File: src/rtl/wb_arbiter_2to1_if.sv
// Pipelined Wishbone bus bundle (cyc/stb/stall/ack/err/rty) shared by the
// arbiter's two master-facing ports and its slave-facing port.
interface wishbone_if #(
  parameter int unsigned ADDRESS_WIDTH = 32,
  parameter int unsigned DATA_WIDTH    = 32
) ();
  logic                      cyc;
  logic                      stb;
  logic                      we;
  logic [ADDRESS_WIDTH-1:0]  addr;
  logic [DATA_WIDTH/8-1:0]   sel;
  logic [DATA_WIDTH-1:0]     wdata;
  logic [DATA_WIDTH-1:0]     rdata;
  logic                      stall;
  logic                      ack;
  logic                      err;
  logic                      rty;

  modport MASTER (
    output cyc, stb, we, addr, sel, wdata,
    input  rdata, stall, ack, err, rty
  );

  modport SLAVE (
    input  cyc, stb, we, addr, sel, wdata,
    output rdata, stall, ack, err, rty
  );
endinterface

File: src/rtl/wb_arbiter_2to1.sv
// Two-master / one-slave pipelined Wishbone arbiter.
// Round-robin grant held for a whole cyc period, registered (one bubble cycle
// in IDLE). An outstanding-request counter caps the pipeline depth and drops
// responses that arrive with nothing outstanding.
// Optional watchdog: define WB_ARB_TIMEOUT_EN to abort a silent slave after
// TIMEOUT_CYCLES cycles and return a single err to the owning master.
module wb_arbiter_2to1 #(
  parameter int unsigned ADDRESS_WIDTH   = 32,
  parameter int unsigned DATA_WIDTH      = 32,
  parameter int unsigned MAX_OUTSTANDING = 4,
  parameter int unsigned TIMEOUT_CYCLES  = 256
) (
  input  logic       clk_i,
  input  logic       rstn_i,
  wishbone_if.SLAVE  m0_wb,
  wishbone_if.SLAVE  m1_wb,
  wishbone_if.MASTER s_wb
);

  localparam int unsigned CntW = $clog2(MAX_OUTSTANDING + 1);
  localparam int unsigned SelW = DATA_WIDTH / 8;

  typedef enum logic [1:0] {IDLE, GNT0, GNT1} state_t;

  state_t                   r_state, w_state_nxt;
  logic                     r_last_grant, w_last_grant_nxt;
  logic [CntW-1:0]          r_outstanding, w_outstanding_nxt;

  logic                     w_own0, w_own1;
  logic                     w_cyc, w_stb, w_we;
  logic [ADDRESS_WIDTH-1:0] w_addr;
  logic [SelW-1:0]          w_sel;
  logic [DATA_WIDTH-1:0]    w_wdata;
  logic                     w_s_cyc, w_s_stb;
  logic                     w_limit, w_have_out, w_resp, w_accept, w_timeout;
  logic                     w_m_stall, w_m_ack, w_m_err, w_m_rty;

  assign w_own0     = (r_state == GNT0);
  assign w_own1     = (r_state == GNT1);
  assign w_limit    = (r_outstanding == CntW'(MAX_OUTSTANDING));
  assign w_have_out = (r_outstanding != '0);
  assign w_resp     = (s_wb.ack | s_wb.err | s_wb.rty) & w_have_out;

  // Select the owning master's request signals; nothing is driven in IDLE.
  always_comb begin
    w_cyc   = 1'b0;
    w_stb   = 1'b0;
    w_we    = 1'b0;
    w_addr  = '0;
    w_sel   = '0;
    w_wdata = '0;
    unique case (r_state)
      GNT0: begin
        w_cyc   = m0_wb.cyc;
        w_stb   = m0_wb.stb;
        w_we    = m0_wb.we;
        w_addr  = m0_wb.addr;
        w_sel   = m0_wb.sel;
        w_wdata = m0_wb.wdata;
      end
      GNT1: begin
        w_cyc   = m1_wb.cyc;
        w_stb   = m1_wb.stb;
        w_we    = m1_wb.we;
        w_addr  = m1_wb.addr;
        w_sel   = m1_wb.sel;
        w_wdata = m1_wb.wdata;
      end
      default: ;
    endcase
  end

  assign w_s_cyc  = w_cyc & ~w_timeout;
  assign w_s_stb  = w_stb & ~w_limit & ~w_timeout;
  assign w_accept = w_s_cyc & w_s_stb & ~s_wb.stall;

  assign s_wb.cyc   = w_s_cyc;
  assign s_wb.stb   = w_s_stb;
  assign s_wb.we    = w_we;
  assign s_wb.addr  = w_addr;
  assign s_wb.sel   = w_sel;
  assign s_wb.wdata = w_wdata;

  // The abort cycle also stalls the owner so no request is lost while s_wb.cyc is low.
  assign w_m_stall = s_wb.stall | w_limit | w_timeout;
  assign w_m_ack   = s_wb.ack & w_have_out;
  assign w_m_err   = (s_wb.err & w_have_out) | w_timeout;
  assign w_m_rty   = s_wb.rty & w_have_out;

  assign m0_wb.stall = w_own0 ? w_m_stall : 1'b1;
  assign m0_wb.ack   = w_own0 & w_m_ack;
  assign m0_wb.err   = w_own0 & w_m_err;
  assign m0_wb.rty   = w_own0 & w_m_rty;
  assign m0_wb.rdata = w_own0 ? s_wb.rdata : '0;

  assign m1_wb.stall = w_own1 ? w_m_stall : 1'b1;
  assign m1_wb.ack   = w_own1 & w_m_ack;
  assign m1_wb.err   = w_own1 & w_m_err;
  assign m1_wb.rty   = w_own1 & w_m_rty;
  assign m1_wb.rdata = w_own1 ? s_wb.rdata : '0;

`ifdef WB_ARB_TIMEOUT_EN
  localparam int unsigned WdW = $clog2(TIMEOUT_CYCLES + 1);
  logic [WdW-1:0] r_wdog;
  logic           w_wdog_run;

  assign w_wdog_run = (r_state != IDLE) & w_have_out & ~w_resp;
  assign w_timeout  = w_wdog_run & (r_wdog == WdW'(TIMEOUT_CYCLES - 1));

  // Count silent cycles while requests are pending; any response or abort restarts it.
  always_ff @(posedge clk_i or negedge rstn_i) begin
    if (!rstn_i) begin
      r_wdog <= '0;
    end else if (w_wdog_run & ~w_timeout) begin
      r_wdog <= r_wdog + WdW'(1);
    end else begin
      r_wdog <= '0;
    end
  end
`else
  assign w_timeout = 1'b0;
`endif

  // Grant state, round-robin pointer and outstanding-request count.
  always_ff @(posedge clk_i or negedge rstn_i) begin
    if (!rstn_i) begin
      r_state       <= IDLE;
      r_last_grant  <= 1'b1;
      r_outstanding <= '0;
    end else begin
      r_state       <= w_state_nxt;
      r_last_grant  <= w_last_grant_nxt;
      r_outstanding <= w_outstanding_nxt;
    end
  end

  // Arbitrate in IDLE; hold the grant until the owner drops cyc; track the pipeline depth.
  always_comb begin
    w_state_nxt       = r_state;
    w_last_grant_nxt  = r_last_grant;
    w_outstanding_nxt = r_outstanding;
    unique case (r_state)
      IDLE: begin
        w_outstanding_nxt = '0;
        if (m0_wb.cyc & m1_wb.cyc) begin
          w_state_nxt      = r_last_grant ? GNT0 : GNT1;
          w_last_grant_nxt = ~r_last_grant;
        end else if (m0_wb.cyc) begin
          w_state_nxt      = GNT0;
          w_last_grant_nxt = 1'b0;
        end else if (m1_wb.cyc) begin
          w_state_nxt      = GNT1;
          w_last_grant_nxt = 1'b1;
        end
      end
      GNT0, GNT1: begin
        if (!w_cyc) begin
          w_state_nxt       = IDLE;
          w_outstanding_nxt = '0;
        end else if (w_timeout) begin
          w_outstanding_nxt = '0;
        end else if (w_accept & ~w_resp) begin
          w_outstanding_nxt = r_outstanding + CntW'(1);
        end else if (~w_accept & w_resp) begin
          w_outstanding_nxt = r_outstanding - CntW'(1);
        end
      end
      default: w_state_nxt = IDLE;
    endcase
  end

endmodule

File: src/flat_wrapper.sv
// flat-port wrapper written by rule: the top's interface ports become plain ports
module wb_arbiter_2to1_flat 
#(
  parameter int unsigned ADDRESS_WIDTH   = 32,
  parameter int unsigned DATA_WIDTH      = 32,
  parameter int unsigned MAX_OUTSTANDING = 4,
  parameter int unsigned TIMEOUT_CYCLES  = 256
)
  (clk_i, rstn_i, m0_wb_cyc, m0_wb_stb, m0_wb_we, m0_wb_addr, m0_wb_sel, m0_wb_wdata, m0_wb_rdata, m0_wb_stall, m0_wb_ack, m0_wb_err, m0_wb_rty, m1_wb_cyc, m1_wb_stb, m1_wb_we, m1_wb_addr, m1_wb_sel, m1_wb_wdata, m1_wb_rdata, m1_wb_stall, m1_wb_ack, m1_wb_err, m1_wb_rty, s_wb_cyc, s_wb_stb, s_wb_we, s_wb_addr, s_wb_sel, s_wb_wdata, s_wb_rdata, s_wb_stall, s_wb_ack, s_wb_err, s_wb_rty);
  wishbone_if #(.ADDRESS_WIDTH(ADDRESS_WIDTH), .DATA_WIDTH(DATA_WIDTH)) m0_wb_i ();
  wishbone_if #(.ADDRESS_WIDTH(ADDRESS_WIDTH), .DATA_WIDTH(DATA_WIDTH)) m1_wb_i ();
  wishbone_if #(.ADDRESS_WIDTH(ADDRESS_WIDTH), .DATA_WIDTH(DATA_WIDTH)) s_wb_i ();
  input  logic clk_i;
  input  logic rstn_i;
  input wire logic [$bits(m0_wb_i.cyc)-1:0] m0_wb_cyc;
  input wire logic [$bits(m0_wb_i.stb)-1:0] m0_wb_stb;
  input wire logic [$bits(m0_wb_i.we)-1:0] m0_wb_we;
  input wire logic [$bits(m0_wb_i.addr)-1:0] m0_wb_addr;
  input wire logic [$bits(m0_wb_i.sel)-1:0] m0_wb_sel;
  input wire logic [$bits(m0_wb_i.wdata)-1:0] m0_wb_wdata;
  output wire logic [$bits(m0_wb_i.rdata)-1:0] m0_wb_rdata;
  output wire logic [$bits(m0_wb_i.stall)-1:0] m0_wb_stall;
  output wire logic [$bits(m0_wb_i.ack)-1:0] m0_wb_ack;
  output wire logic [$bits(m0_wb_i.err)-1:0] m0_wb_err;
  output wire logic [$bits(m0_wb_i.rty)-1:0] m0_wb_rty;
  input wire logic [$bits(m1_wb_i.cyc)-1:0] m1_wb_cyc;
  input wire logic [$bits(m1_wb_i.stb)-1:0] m1_wb_stb;
  input wire logic [$bits(m1_wb_i.we)-1:0] m1_wb_we;
  input wire logic [$bits(m1_wb_i.addr)-1:0] m1_wb_addr;
  input wire logic [$bits(m1_wb_i.sel)-1:0] m1_wb_sel;
  input wire logic [$bits(m1_wb_i.wdata)-1:0] m1_wb_wdata;
  output wire logic [$bits(m1_wb_i.rdata)-1:0] m1_wb_rdata;
  output wire logic [$bits(m1_wb_i.stall)-1:0] m1_wb_stall;
  output wire logic [$bits(m1_wb_i.ack)-1:0] m1_wb_ack;
  output wire logic [$bits(m1_wb_i.err)-1:0] m1_wb_err;
  output wire logic [$bits(m1_wb_i.rty)-1:0] m1_wb_rty;
  output wire logic [$bits(s_wb_i.cyc)-1:0] s_wb_cyc;
  output wire logic [$bits(s_wb_i.stb)-1:0] s_wb_stb;
  output wire logic [$bits(s_wb_i.we)-1:0] s_wb_we;
  output wire logic [$bits(s_wb_i.addr)-1:0] s_wb_addr;
  output wire logic [$bits(s_wb_i.sel)-1:0] s_wb_sel;
  output wire logic [$bits(s_wb_i.wdata)-1:0] s_wb_wdata;
  input wire logic [$bits(s_wb_i.rdata)-1:0] s_wb_rdata;
  input wire logic [$bits(s_wb_i.stall)-1:0] s_wb_stall;
  input wire logic [$bits(s_wb_i.ack)-1:0] s_wb_ack;
  input wire logic [$bits(s_wb_i.err)-1:0] s_wb_err;
  input wire logic [$bits(s_wb_i.rty)-1:0] s_wb_rty;
  assign m0_wb_i.cyc = m0_wb_cyc;
  assign m0_wb_i.stb = m0_wb_stb;
  assign m0_wb_i.we = m0_wb_we;
  assign m0_wb_i.addr = m0_wb_addr;
  assign m0_wb_i.sel = m0_wb_sel;
  assign m0_wb_i.wdata = m0_wb_wdata;
  assign m0_wb_rdata = m0_wb_i.rdata;
  assign m0_wb_stall = m0_wb_i.stall;
  assign m0_wb_ack = m0_wb_i.ack;
  assign m0_wb_err = m0_wb_i.err;
  assign m0_wb_rty = m0_wb_i.rty;
  assign m1_wb_i.cyc = m1_wb_cyc;
  assign m1_wb_i.stb = m1_wb_stb;
  assign m1_wb_i.we = m1_wb_we;
  assign m1_wb_i.addr = m1_wb_addr;
  assign m1_wb_i.sel = m1_wb_sel;
  assign m1_wb_i.wdata = m1_wb_wdata;
  assign m1_wb_rdata = m1_wb_i.rdata;
  assign m1_wb_stall = m1_wb_i.stall;
  assign m1_wb_ack = m1_wb_i.ack;
  assign m1_wb_err = m1_wb_i.err;
  assign m1_wb_rty = m1_wb_i.rty;
  assign s_wb_cyc = s_wb_i.cyc;
  assign s_wb_stb = s_wb_i.stb;
  assign s_wb_we = s_wb_i.we;
  assign s_wb_addr = s_wb_i.addr;
  assign s_wb_sel = s_wb_i.sel;
  assign s_wb_wdata = s_wb_i.wdata;
  assign s_wb_i.rdata = s_wb_rdata;
  assign s_wb_i.stall = s_wb_stall;
  assign s_wb_i.ack = s_wb_ack;
  assign s_wb_i.err = s_wb_err;
  assign s_wb_i.rty = s_wb_rty;
  wb_arbiter_2to1 #(.ADDRESS_WIDTH(ADDRESS_WIDTH), .DATA_WIDTH(DATA_WIDTH), .MAX_OUTSTANDING(MAX_OUTSTANDING), .TIMEOUT_CYCLES(TIMEOUT_CYCLES)) u_core (.clk_i(clk_i), .rstn_i(rstn_i), .m0_wb(m0_wb_i), .m1_wb(m1_wb_i), .s_wb(s_wb_i));
endmodule
File: config.mk
export PLATFORM = sky130hd
export DESIGN_NAME = wb_arbiter_2to1_flat
export DESIGN_NICKNAME = d
export VERILOG_FILES = /design/src/rtl/wb_arbiter_2to1_if.sv /design/src/rtl/wb_arbiter_2to1.sv /design/src/flat_wrapper.sv
export SDC_FILE = /design/constraint.sdc
export NUM_CORES = 1
export LEC_CHECK = 0
export ABC_AREA = 1
export BUFFER_PORTS_ARGS = -buffer_cell sky130_fd_sc_hd__buf_2
export CAP_MARGIN = 0
export CORE_AREA = 2 2 124 126
export CTS_BUF_LIST = sky130_fd_sc_hd__clkbuf_8
export DETAILED_ROUTE_END_ITERATION = 12
export DIE_AREA = 0 0 126 128
export GPL_TIMING_DRIVEN = 0
export PLACE_DENSITY_LB_ADDON = 0.15
export SKIP_CTS_REPAIR_TIMING = 1
export SYNTH_ARGS = -nofsm -noshare
export SYNTH_HDL_FRONTEND = slang
export SYNTH_SLANG_ARGS = --single-unit
File: constraint.sdc
create_clock -name clk_i -period 5 [get_ports clk_i]
set_input_delay 0.5 -clock clk_i [delete_from_list [all_inputs] [get_ports clk_i]]
set_output_delay 0.5 -clock clk_i [all_outputs]
set_load 0.03 [all_outputs]
==> results of run 1 <==
## state kept, by name, summed over array words and instances, names as in the netlist
name                  count
u_core.r_outstanding      3
u_core.r_state            2
u_core.r_last_grant       1
## Yosys cell counts (2+ instances only)
cell / n / share of area (%)
a21oi_1: 69 / 17
buf_2: 13 / 3.1
buf_4: 11 / 4.0
buf_6: 2 / 1.1
clkbuf_1: 5 / 0.90
dfrtp_1: 5 / 6.0
ha_1: 5 / 3.0
inv_1: 81 / 15
nand2_1: 227 / 41
nand2_2: 3 / 0.90
nand2_4: 2 / 1.1
nand3_1: 5 / 1.2
nor2_1: 13 / 2.3
o21ai_1: 2 / 0.48
## worst register-to-register path: stages, from the launching register on
cell and delay, ns:
dfrtp_1 0.41, inv_1 0.10, ha_1 0.14, buf_2 0.18
nand2_2 0.09, nand2_4 0.07, nand2_4 0.07, nor3_1 0.21
ha_1 0.25, fa_1 0.40, or2_0 0.22, o21ai_1 0.11
## placed cells by master (no fill, tap or decap)
cell type	netlist	final
a21oi_1	69	69
a22o_1	1	1
buf_2	13	335
buf_4	11	11
buf_6	2	2
clkbuf_1	5	5
clkbuf_8	0	3
dfrtp_1	5	5
dfstp_2	1	1
fa_1	1	1
ha_1	5	5
inv_1	81	82
inv_2	1	1
nand2_1	227	227
nand2_2	3	3
nand2_4	2	2
nand3_1	5	5
nor2_1	13	13
nor3_1	1	1
o21ai_0	1	1
o21ai_1	2	2
o31ai_1	1	1
or2_0	1	1
## final cells by class
class                      instances  area (um2)  area share, %
clock inverter                     1        3.75         0.0944
inverter                          82         308           7.74
tap                              188         235           5.91
sequential                         6         151           3.81
clock buffer                       3        41.3           1.04
multi-input combinational        332        1440           36.1
buffer                            31         189           4.75
timing repair buffer             322        1610           40.5
## metal layers
metal	global-route usage (%)	vias to the layer above	wire [um]
met3	1.67	6	818
met5	0	-	0
met1	16.6	1558	4780
met4	1.62	0	51
li1	-	1986	-
met2	23.3	180	5750
## report_power, final
group | switching [mW] | leakage [nW] | internal [mW] | total (mW)
clock | 0.0224 | 0.0269 | 0.0529 | 0.0753
sequential | 0.0158 | 0.0774 | 0.0719 | 0.0877
combinational | 1.37 | 2.72 | 0.541 | 1.91
## path summary, 6_finish.rpt
| check | cells after the start | end | slack [ns] |
|---|---|---|---|
| min in group clk_i | 2 | u_core.r_outstanding[1]$_DFFE_PN0P_ | 0.49 |
| worst max register to register | 11 | u_core.r_outstanding[1]$_DFFE_PN0P_ | 2.70 |
| max in group asynchronous | 1 | u_core.r_last_grant$_DFFE_PN1P_ | 4.67 |
| worst max-delay path | 6 | s_wb_wdata[8] | 2.49 |
| worst min register to register | 2 | u_core.r_outstanding[1]$_DFFE_PN0P_ | 0.49 |
| worst min-delay path | 1 | u_core.r_outstanding[0]$_DFFE_PN0P_ | 0.10 |
## kinds of logic (layout without fill, tap and decap cells)
family	Yosys count	in the layout	share of synthesized area, %
AOI/OAI and AO/OA	74	74	18.1
adders and majority gates	6	6	3.96
buffers and inverters	113	439	23.8
DFF	6	6	7.26
and+or+nand+nor	252	252	46.9
==> qor.csv, run 1 <==
metric;value;unit
routed_wl;11400;um
htree_num_levels;1;
p_leak;2.82;nW
cts_buffer_depth;2;
skew;0.00151;ns
synth_flop_cell;dfrtp_1;
grt_max_degree;11;
tritoncts;built;
min_period;2.51;ns
setup_viol;0;
drv_slew;0;
viasPerCell;3.87;
hold_viol;0;
n_antenna_cell;0;
end_kind;output pin;
fin_util;26.8;%
hpwl;9490;um
num_vias;3730;
path_delay_family;buffers and inverters;
area_growth_syn_to_layout;90.7;%
start_util;14.0;%
crit_buf_inv;4;
synth-edff-count;0;
async_reset_ff_share;100;%
maxCapViolations;0;
grt_first_pass_wirelength;17300;um
p_total;2.08;mW
yosys_register_bits;6;
cts_root_buffer;clkbuf_8;
grt_pass1_vias;3314;
drive_gt1_share;46.1;%
synthesis.area;2090;um2
cp.arrival;2.01;ns
syn_area_per_cell;4.62;um2
crit_required;4.50;ns
synth_fp_nets;637;
io_pins;323;
cpPeakStageDelay;0.40;ns
power.density;522;nW/um2
crit_start;u_core.r_state[0]$_DFFE_PN0P_;
relSlewSlack;68.8;%
antenna_found_initial;0;
tns;0;ns
routedWlPerCell;11.8;um
clk_pin_slew_worst_paths;0.04;ns
tightest_slew;0.469;ns
postSynthCellCount;451;
clk_latency;0.22;ns
drtPass1Iterations;6;
cts_buffers;3;
worstReg2RegStart;u_core.r_state[0]$_DFFE_PN0P_;
critical_path.max_fanout;10;
grt.total_usage;12.8;%
die-area;16100;um2
rows;45;
stdcell_area;3980;um2
pre_cts_ws;2.66;ns
fillerInstances;1788;
instances_no_fill;965;
final_nets;964;
grt_setup_unrepaired;false;
hold_class;in -> async;
fp.dieH;128;um
die-width;126;um
grt_overflow;0;
drc_errors;0;
crit_type;reg -> out;
worst_hold_slack;0.104;ns
max_freq;398;MHz
core-area;14900;um2
run_status;complete, no violations;
drtIter0Drc;98;
placed_cells;961;
synth_cell_types;22;
crit_chain;inv_1 > ha_1 > inv_2 > clkbuf_1 > a21oi_1 > buf_2;
ir_worst_vdd;153;uV
yosysSeqAreaShare;7.26;%
ys_warn_count;0;
min_period_over_period;50.3;%
critPathSlowestCell;dfrtp_1;
postRouteAntennaNets;0;
place_area;3930;um2
clock-sinks;6;
start_kind;flop;
gp_congestion;0.759;
port_buffers;322;
setup_slack;2.49;ns
Power figures use the tool's default switching activity.
==> inputs of run 2 (changes only) <==
--- a/config.mk
+++ b/config.mk
@@ -5,13 +5,13 @@
 export SDC_FILE = /design/constraint.sdc
 export NUM_CORES = 1
 export LEC_CHECK = 0
-export ABC_AREA = 1
+export ABC_AREA = 0
 export BUFFER_PORTS_ARGS = -buffer_cell sky130_fd_sc_hd__buf_2
 export CAP_MARGIN = 0
-export CORE_AREA = 2 2 124 126
+export CORE_AREA = 2 2 126 128
 export CTS_BUF_LIST = sky130_fd_sc_hd__clkbuf_8
 export DETAILED_ROUTE_END_ITERATION = 12
-export DIE_AREA = 0 0 126 128
+export DIE_AREA = 0 0 128 130
 export GPL_TIMING_DRIVEN = 0
 export PLACE_DENSITY_LB_ADDON = 0.15
 export SKIP_CTS_REPAIR_TIMING = 1
==> constraint.sdc (replaced) <==
create_clock -name clk_i -period 2.07 [get_ports clk_i]
set_input_delay 0.207 -clock clk_i [delete_from_list [all_inputs] [get_ports clk_i]]
set_output_delay 0.207 -clock clk_i [all_outputs]
set_load 0.03 [all_outputs]
==> qor.csv, run 2 <==
metric;value;unit;change
hold_class;in -> reg;;
p_int;2.24;mW;+240%
rrSetupSlack;-0.50;ns;-3.20 ns
cp.arrival;2.71;ns;+0.70 ns
synth_fp_nets;476;;-25%
ys_warn_count;0;;unchanged
routed_wl;12000;um;+5.1%
synth_top_area_cell;a22oi_1;;
crit_required;2.21;ns;-2.29 ns
final_cell_mix;307 x buf_2, 69 x nor2b_1, 64 x a22oi_1, 64 x and2_1, 32 x buf_4;;
drive_gt1_share;60.8;%;+15 points
worstReg2RegStart;u_core.r_state[1]$_DFFE_PN0P_;;
power.density;1310;nW/um2;+150%
seq_area;153;um2;+0.83%
htree_num_levels;1;;unchanged
yosys_register_bits;6;;unchanged
grt_max_degree;11;;unchanged
skew;0.00513;ns;+0.00362 ns
switchingPower;3.27;mW;+130%
synth_area_leaders;a22oi_1 26%, nor2b_1 22%, and2_1 20%, dfrtp_1 6.2%, clkbuf_1 4.7%;;
reg_top3;u_core.r_outstanding x3, u_core.r_state x2, u_core.r_last_grant x1;;
num_vias;3460;;-7.2%
start_util;13.0;%;-1.0 points
reg2regPathDepth;11;;unchanged
end_kind;flop;;
critical_path.max_fanout;5;;-5
synthesis.area;2000;um2;-3.9%
die-width;128;um;+1.6%
cts_buffers;3;;unchanged
path_delay_family;adder cells;;
min_path_cells;3;;
pwr-share-seq;3.3;%;-0.9 points
async_reset_ff_share;100;%;unchanged
crit_buf_inv;2;;-2
start_kind;flop;;
worstReg2RegEnd;u_core.r_outstanding[2]$_DFFE_PN0P_;;
routedWlPerCell;14.6;um;+24%
clk_latency;0.22;ns;about the same
synth-edff-count;0;;unchanged
p_leak;2.36;nW;-16%
clock-sinks;6;;unchanged
area_growth_syn_to_layout;110;%;
cts_root_buffer;clkbuf_8;;
sw_frac_of_total;59.3;%;-8.6 points
setup_viol;53;;+53
cpPeakStageDelay;0.42;ns;+0.02 ns
tightest_slew;0.507;ns;+0.0381 ns
crit_type;reg -> reg;;
antenna_found_initial;0;;unchanged
final_common_cell;buf_2;;
place_area;3890;um2;-1.2%
grt_setup_unrepaired;true;;
synth_top_family_by_area;simple AND/OR/NAND/NOR gates;;
clk_pin_slew_worst_paths;0.04;ns;about the same
postSynthCellCount;290;;-36%
fillerInstances;1735;;-3.0%
n_antenna_cell;0;;unchanged
holdCritStartpoint;m1_wb_cyc;;
cts_buffer_depth;2;;unchanged
synth_xor_area_share;0.437;%;+0.44 points
max_freq;390;MHz;
final_nets;815;;-15%
rows;46;;+2.2%
drv_slew;0;;unchanged
whs_endpoint;u_core.r_last_grant$_DFFE_PN1P_;;
port_buffers;322;;unchanged
drtIter0Drc;91;;-7.1%
hpwl;10200;um;+7.0%
synth_cell_types;32;;+45%
synth.top_cell.area_share;26.2;%;-15 points
relSlewSlack;66.2;%;-2.5 points
synth_flop_cell;dfrtp_1;;
min_period;2.57;ns;
ir_worst_vdd;381;uV;+150%
synth_fa_ha_area_share;4.12;%;+0.16 points
grt_pass1_vias;3140;;-5.3%
synth_compound_area_share;30.8;%;+13 points
io_pins;323;;unchanged
grt_first_pass_wirelength;16400;um;-5.3%
tritoncts;built;;
syn_area_per_cell;6.91;um2;+49%
die-area;16600;um2;+3.2%
maxCapViolations;0;;unchanged
viasPerCell;4.22;;+9.2%
top_register;u_core.r_outstanding;;
synthMuxAreaShare;0.499;%;+0.50 points
crit_chain;inv_1 > ha_1 > buf_6 > a22o_4 > nand2_4 > nor4_2 > ha_2 > fa_2 > xnor2_2 > or4_1 > o211ai_1;;
comb_power_share;93.4;%;+1.3 points
stdcell_area;4220;um2;+6.1%
clkPwrFrac;3.3;%;-0.3 points
gp_congestion;0.763;;+0.54%
grt_overflow;0;;unchanged
grt.total_usage;12.4;%;-0.40 points
fp.dieH;130;um;+1.6%
critPathSlowestCell;dfrtp_2;;
synth_common_cells;70 x a22oi_1, 69 x nor2b_1, 64 x and2_1, 25 x clkbuf_1, 8 x and3_1;;
setup_slack;-0.495;ns;-2.98 ns
multi_input_area;1770;um2;+23%
min_period_over_period;124;%;
postRouteAntennaNets;0;;unchanged
tns;-2.20;ns;-2.20 ns
run_status;finished with violations;;
drc_errors;0;;unchanged
core-area;15400;um2;+3.8%
fin_util;27.4;%;+0.59 points
largest_register_ff_count;3;;unchanged
pre_cts_ws;-0.749;ns;-3.41 ns
violations;setup timing;;
yosysSeqAreaShare;7.55;%;+0.29 points
drtPass1Iterations;5;;-1
hold_viol;0;;unchanged
yosysMostFrequentCell;a22oi_1;;
yosys.area_share.simple;48.4;%;+1.5 points
-- run 2: cell types whose count changed after synthesis, moves of 8 or more --
cell / previous run / this run
a22oi_1: 0 / 70
nand2_1: 227 / 5
clkbuf_1: 5 / 25
and2_1: 0 / 64
buf_2: 13 / 3
and3_1: 0 / 8
nor2b_1: 0 / 69
nor2_1: 13 / 3
inv_1: 81 / 5
a21oi_1: 69 / 2
buf_4: 11 / 2
-- run 2: routing by layer --
| metal | share of wire [%] | up-vias | GRT usage [%] | wire length (um) |
|---|---|---|---|---|
| met2 | 55 | 191 | 25.2 | 6550 |
| met4 | 0.89 | 0 | 2.20 | 107 |
| li1 | - | 1700 | - | - |
| met5 | 0 | - | 0 | 0 |
| met1 | 37 | 1561 | 13.8 | 4450 |
| met3 | 7.3 | 8 | 1.72 | 879 |
-- run 2: how the worst max path moves through the flow --
stage                                        startpoint                                  end  slack [ns]  cells after the start
after floorplan           u_core.r_state[0]$_DFFE_PN0P_  u_core.r_outstanding[2]$_DFFE_PN0P_       -0.42                     12
after global placement    u_core.r_state[1]$_DFFE_PN0P_  u_core.r_outstanding[2]$_DFFE_PN0P_       -0.72                     11
after detailed placement  u_core.r_state[1]$_DFFE_PN0P_  u_core.r_outstanding[2]$_DFFE_PN0P_       -0.75                     11
after CTS                 u_core.r_state[1]$_DFFE_PN0P_  u_core.r_outstanding[2]$_DFFE_PN0P_       -0.77                     11
after global routing      u_core.r_state[1]$_DFFE_PN0P_  u_core.r_outstanding[2]$_DFFE_PN0P_       -0.61                     10
final                     u_core.r_state[1]$_DFFE_PN0P_  u_core.r_outstanding[2]$_DFFE_PN0P_       -0.50                     11
-- run 2: logic make-up after synthesis --
kind of cell | count (synthesis)
xor gates and xnor gates | 1
AOI/OAI and AO/OA | 81
DFF | 6
adders and majority gates | 6
muxes | 1
buffers and inverters | 37
and+or+nand+nor | 158
-- run 2: cell type report --
type | count | share of cell area [%]
timing repair buffer | 336 | 41.8
buffer | 30 | 5.58
clock inverter | 1 | 0.0890
clock buffer | 3 | 0.979
tap | 192 | 5.69
multi-input combinational | 247 | 41.8
inverter | 5 | 0.445
sequential | 6 | 3.62
-- run 2: tightest hold or removal path: cells and delay by family --
| kind | cells | cell delay [ns] |
|---|---|---|
| AND/OR/NAND/NOR | 1 | 0.05 |
| AO/OA/AOI/OAI | 1 | 0.12 |
| buffers and inverters | 1 | 0.12 |
-- run 2: per-stage QoR --
step | hold WS, ns | power, mW | instances
finish | 0.290 | 5.51 | 820
global route | 0.310 | 5.95 | 820
CTS | -0.194 | 5.16 | 808
detailed placement | 0.0413 | 4.96 | 804
global placement | 0.0387 | 4.92 | 804
floorplan | -0.0886 | 3.49 | 290
-- run 2: power by group through the flow --
stage	Combinational, mW	Sequential (mW)	Clock (mW)
floorplan	3.31	0.178	0
global placement	4.74	0.184	0
detailed placement	4.77	0.185	0
CTS	4.79	0.183	0.187
global route	5.57	0.187	0.191
finish	5.15	0.183	0.181
==> inputs of run 3 (changes only) <==
--- a/config.mk
+++ b/config.mk
@@ -5,13 +5,13 @@
 export SDC_FILE = /design/constraint.sdc
 export NUM_CORES = 1
 export LEC_CHECK = 0
-export ABC_AREA = 0
+export ABC_AREA = 1
 export BUFFER_PORTS_ARGS = -buffer_cell sky130_fd_sc_hd__buf_2
 export CAP_MARGIN = 0
-export CORE_AREA = 2 2 126 128
+export CORE_AREA = 2 2 125 127
 export CTS_BUF_LIST = sky130_fd_sc_hd__clkbuf_8
 export DETAILED_ROUTE_END_ITERATION = 12
-export DIE_AREA = 0 0 128 130
+export DIE_AREA = 0 0 127 129
 export GPL_TIMING_DRIVEN = 0
 export PLACE_DENSITY_LB_ADDON = 0.15
 export SKIP_CTS_REPAIR_TIMING = 1
==> qor.csv, run 3 (same netlist as run 1, synthesis figures left out) <==
metric;value;unit;change
n_antenna_cell;0;;unchanged
sw_frac_of_total;66.5;%;+7.2 points
drv_slew;0;;unchanged
final_nets;969;;+19%
cp.arrival;1.95;ns;-0.76 ns
tritoncts;built;;
grt.total_usage;12.5;%;+0.10 points
drive_gt1_share;48.0;%;-13 points
drc_errors;0;;unchanged
ir_worst_vdd;328;uV;-14%
tightest_slew;0.246;ns;-0.261 ns
run_status;finished with violations;;
path_delay_family;buffers and inverters;;
fin_util;27.3;%;-0.043 points
grt_max_degree;11;;unchanged
top_register;u_core.r_outstanding;;
clk_latency;0.23;ns;about the same
instances_no_fill;970;;+18%
violations;setup timing;;
fillerInstances;1800;;+3.7%
grt_overflow;0;;unchanged
worstReg2RegEnd;u_core.r_outstanding[1]$_DFFE_PN0P_;;
crit_chain;inv_2 > ha_1 > inv_2 > clkbuf_2 > a21oi_1 > buf_2;;
port_buffers;322;;unchanged
routedWlPerCell;11.8;um;-20%
num_vias;3739;;+8.1%
htree_num_levels;1;;unchanged
p_int;1.73;mW;-23%
final_cell_mix;324 x buf_2, 227 x nand2_1, 79 x inv_1;;
viasPerCell;3.85;;-8.6%
cpMostUsedCell;inv_2;;
skew;0.00297;ns;-0.00216 ns
antenna_found_initial;0;;unchanged
critical_path.max_fanout;10;;+5
cts_root_buffer;clkbuf_8;;
worstSetupPathDepth;6;;-5
hold_class;in -> async;;
comb_power_share;92.2;%;-1.2 points
placed_cells;961;;+20%
crit_type;reg -> out;;
clk_pin_slew_worst_paths;0.04;ns;about the same
setup_viol;19;;-64%
rrSetupSlack;-0.08;ns;+0.42 ns
gp_congestion;0.802;;+5.2%
min_period_over_period;104;%;-20 points
p_leak;2.86;nW;+21%
start_kind;flop;;
postRouteAntennaNets;0;;unchanged
cpPeakStageDelay;0.40;ns;-0.02 ns
die-width;127;um;-0.78%
critPathSlowestCell;dfrtp_1;;
cts_buffers;3;;unchanged
maxCapViolations;0;;unchanged
routed_wl;11400;um;-4.9%
clkPwrFrac;3.5;%;+0.2 points
final_common_cell;buf_2;;
grt_pass1_vias;3429;;+9.2%
switchingPower;3.43;mW;+4.8%
drtPass1Iterations;4;;-1
io_pins;323;;unchanged
pwr-share-seq;4.3;%;+1.0 points
drtIter0Drc;74;;-19%
grt_first_pass_wirelength;16800;um;+2.7%
largest_register_ff_count;3;;unchanged
setup_slack;-0.0895;ns;+0.406 ns
min_period;2.16;ns;-0.406 ns
area_growth_syn_to_layout;96.1;%;
core-area;15000;um2;-2.9%
start_util;13.9;%;+0.93 points
max_freq;463;MHz;+19%
worstReg2RegStart;u_core.r_state[0]$_DFFE_PN0P_;;
fp.dieH;129;um;-0.77%
hpwl;9550;um;-6.0%
crit_buf_inv;4;;+2
grt_setup_unrepaired;true;;
cts_buffer_depth;2;;unchanged
rows;45;;-2.2%
crit_start;u_core.r_state[0]$_DFFE_PN0P_;;
crit_required;1.86;ns;-0.35 ns
power.density;1260;nW/um2;-3.5%
clock-sinks;6;;unchanged
crit_end;s_wb_wdata[8];;
reg2regPathDepth;10;;-1
reg_top3;u_core.r_outstanding x3, u_core.r_state x2, u_core.r_last_grant x1;;
die-area;16400;um2;-1.5%
hold_viol;0;;unchanged
end_kind;output pin;;
relSlewSlack;83.5;%;+17 points
==> run 3: worst min-delay path by stage <==
stage                       from                                  end  cells past startpoint
after CTS                 rstn_i  u_core.r_outstanding[1]$_DFFE_PN0P_                      1
after floorplan           rstn_i  u_core.r_outstanding[0]$_DFFE_PN0P_                      0
after global routing      rstn_i  u_core.r_outstanding[1]$_DFFE_PN0P_                      2
after detailed placement  rstn_i  u_core.r_outstanding[1]$_DFFE_PN0P_                      1
final                     rstn_i  u_core.r_outstanding[1]$_DFFE_PN0P_                      2
after global placement    rstn_i  u_core.r_outstanding[1]$_DFFE_PN0P_                      1
==> run 3: layer usage <==
layer	wire length [um]	vias up	track usage [%]	part of all wire, %
li1	-	1991	-	-
met1	4760	1577	14.7	42
met2	5800	158	24.4	51
met3	715	13	1.75	6.3
met4	129	0	2.07	1.1
met5	0	-	0	0
==> run 3: power by group through the flow <==
| stage | Combinational (mW) | Sequential (mW) | Clock [mW] |
|---|---|---|---|
| floorplan | 3.27 | 0.203 | 0 |
| global placement | 4.75 | 0.218 | 0 |
| detailed placement | 4.71 | 0.216 | 0 |
| CTS | 4.73 | 0.215 | 0.187 |
| global route | 5.23 | 0.229 | 0.198 |
| finish | 4.75 | 0.221 | 0.183 |
==> run 3: per-stage QoR <==
step	TNS, ns	setup slack, ns	total power, mW	hold WS, ns	cell area, um2
floorplan	0	0.0102	3.47	-0.0886	2100
global placement	-0.252	-0.138	4.97	0.0508	3950
detailed placement	-0.279	-0.156	4.93	0.0492	3950
CTS	-9.38	-0.205	5.13	-0.192	3990
global route	-8.40	-0.222	5.66	0.385	4090
finish	-0.625	-0.0895	5.16	0.339	4090
==> run 3: final cells by class <==
type | count | area [um2] | share of cell area, %
multi-input cells | 332 | 1460 | 35.7
clock inverters | 1 | 3.75 | 0.0918
well taps | 188 | 235 | 5.75
flip-flops and latches | 6 | 153 | 3.73
plain buffers | 31 | 228 | 5.57
clock buffers | 3 | 41.3 | 1.01
inverters | 82 | 308 | 7.53
repair buffers | 327 | 1660 | 40.6
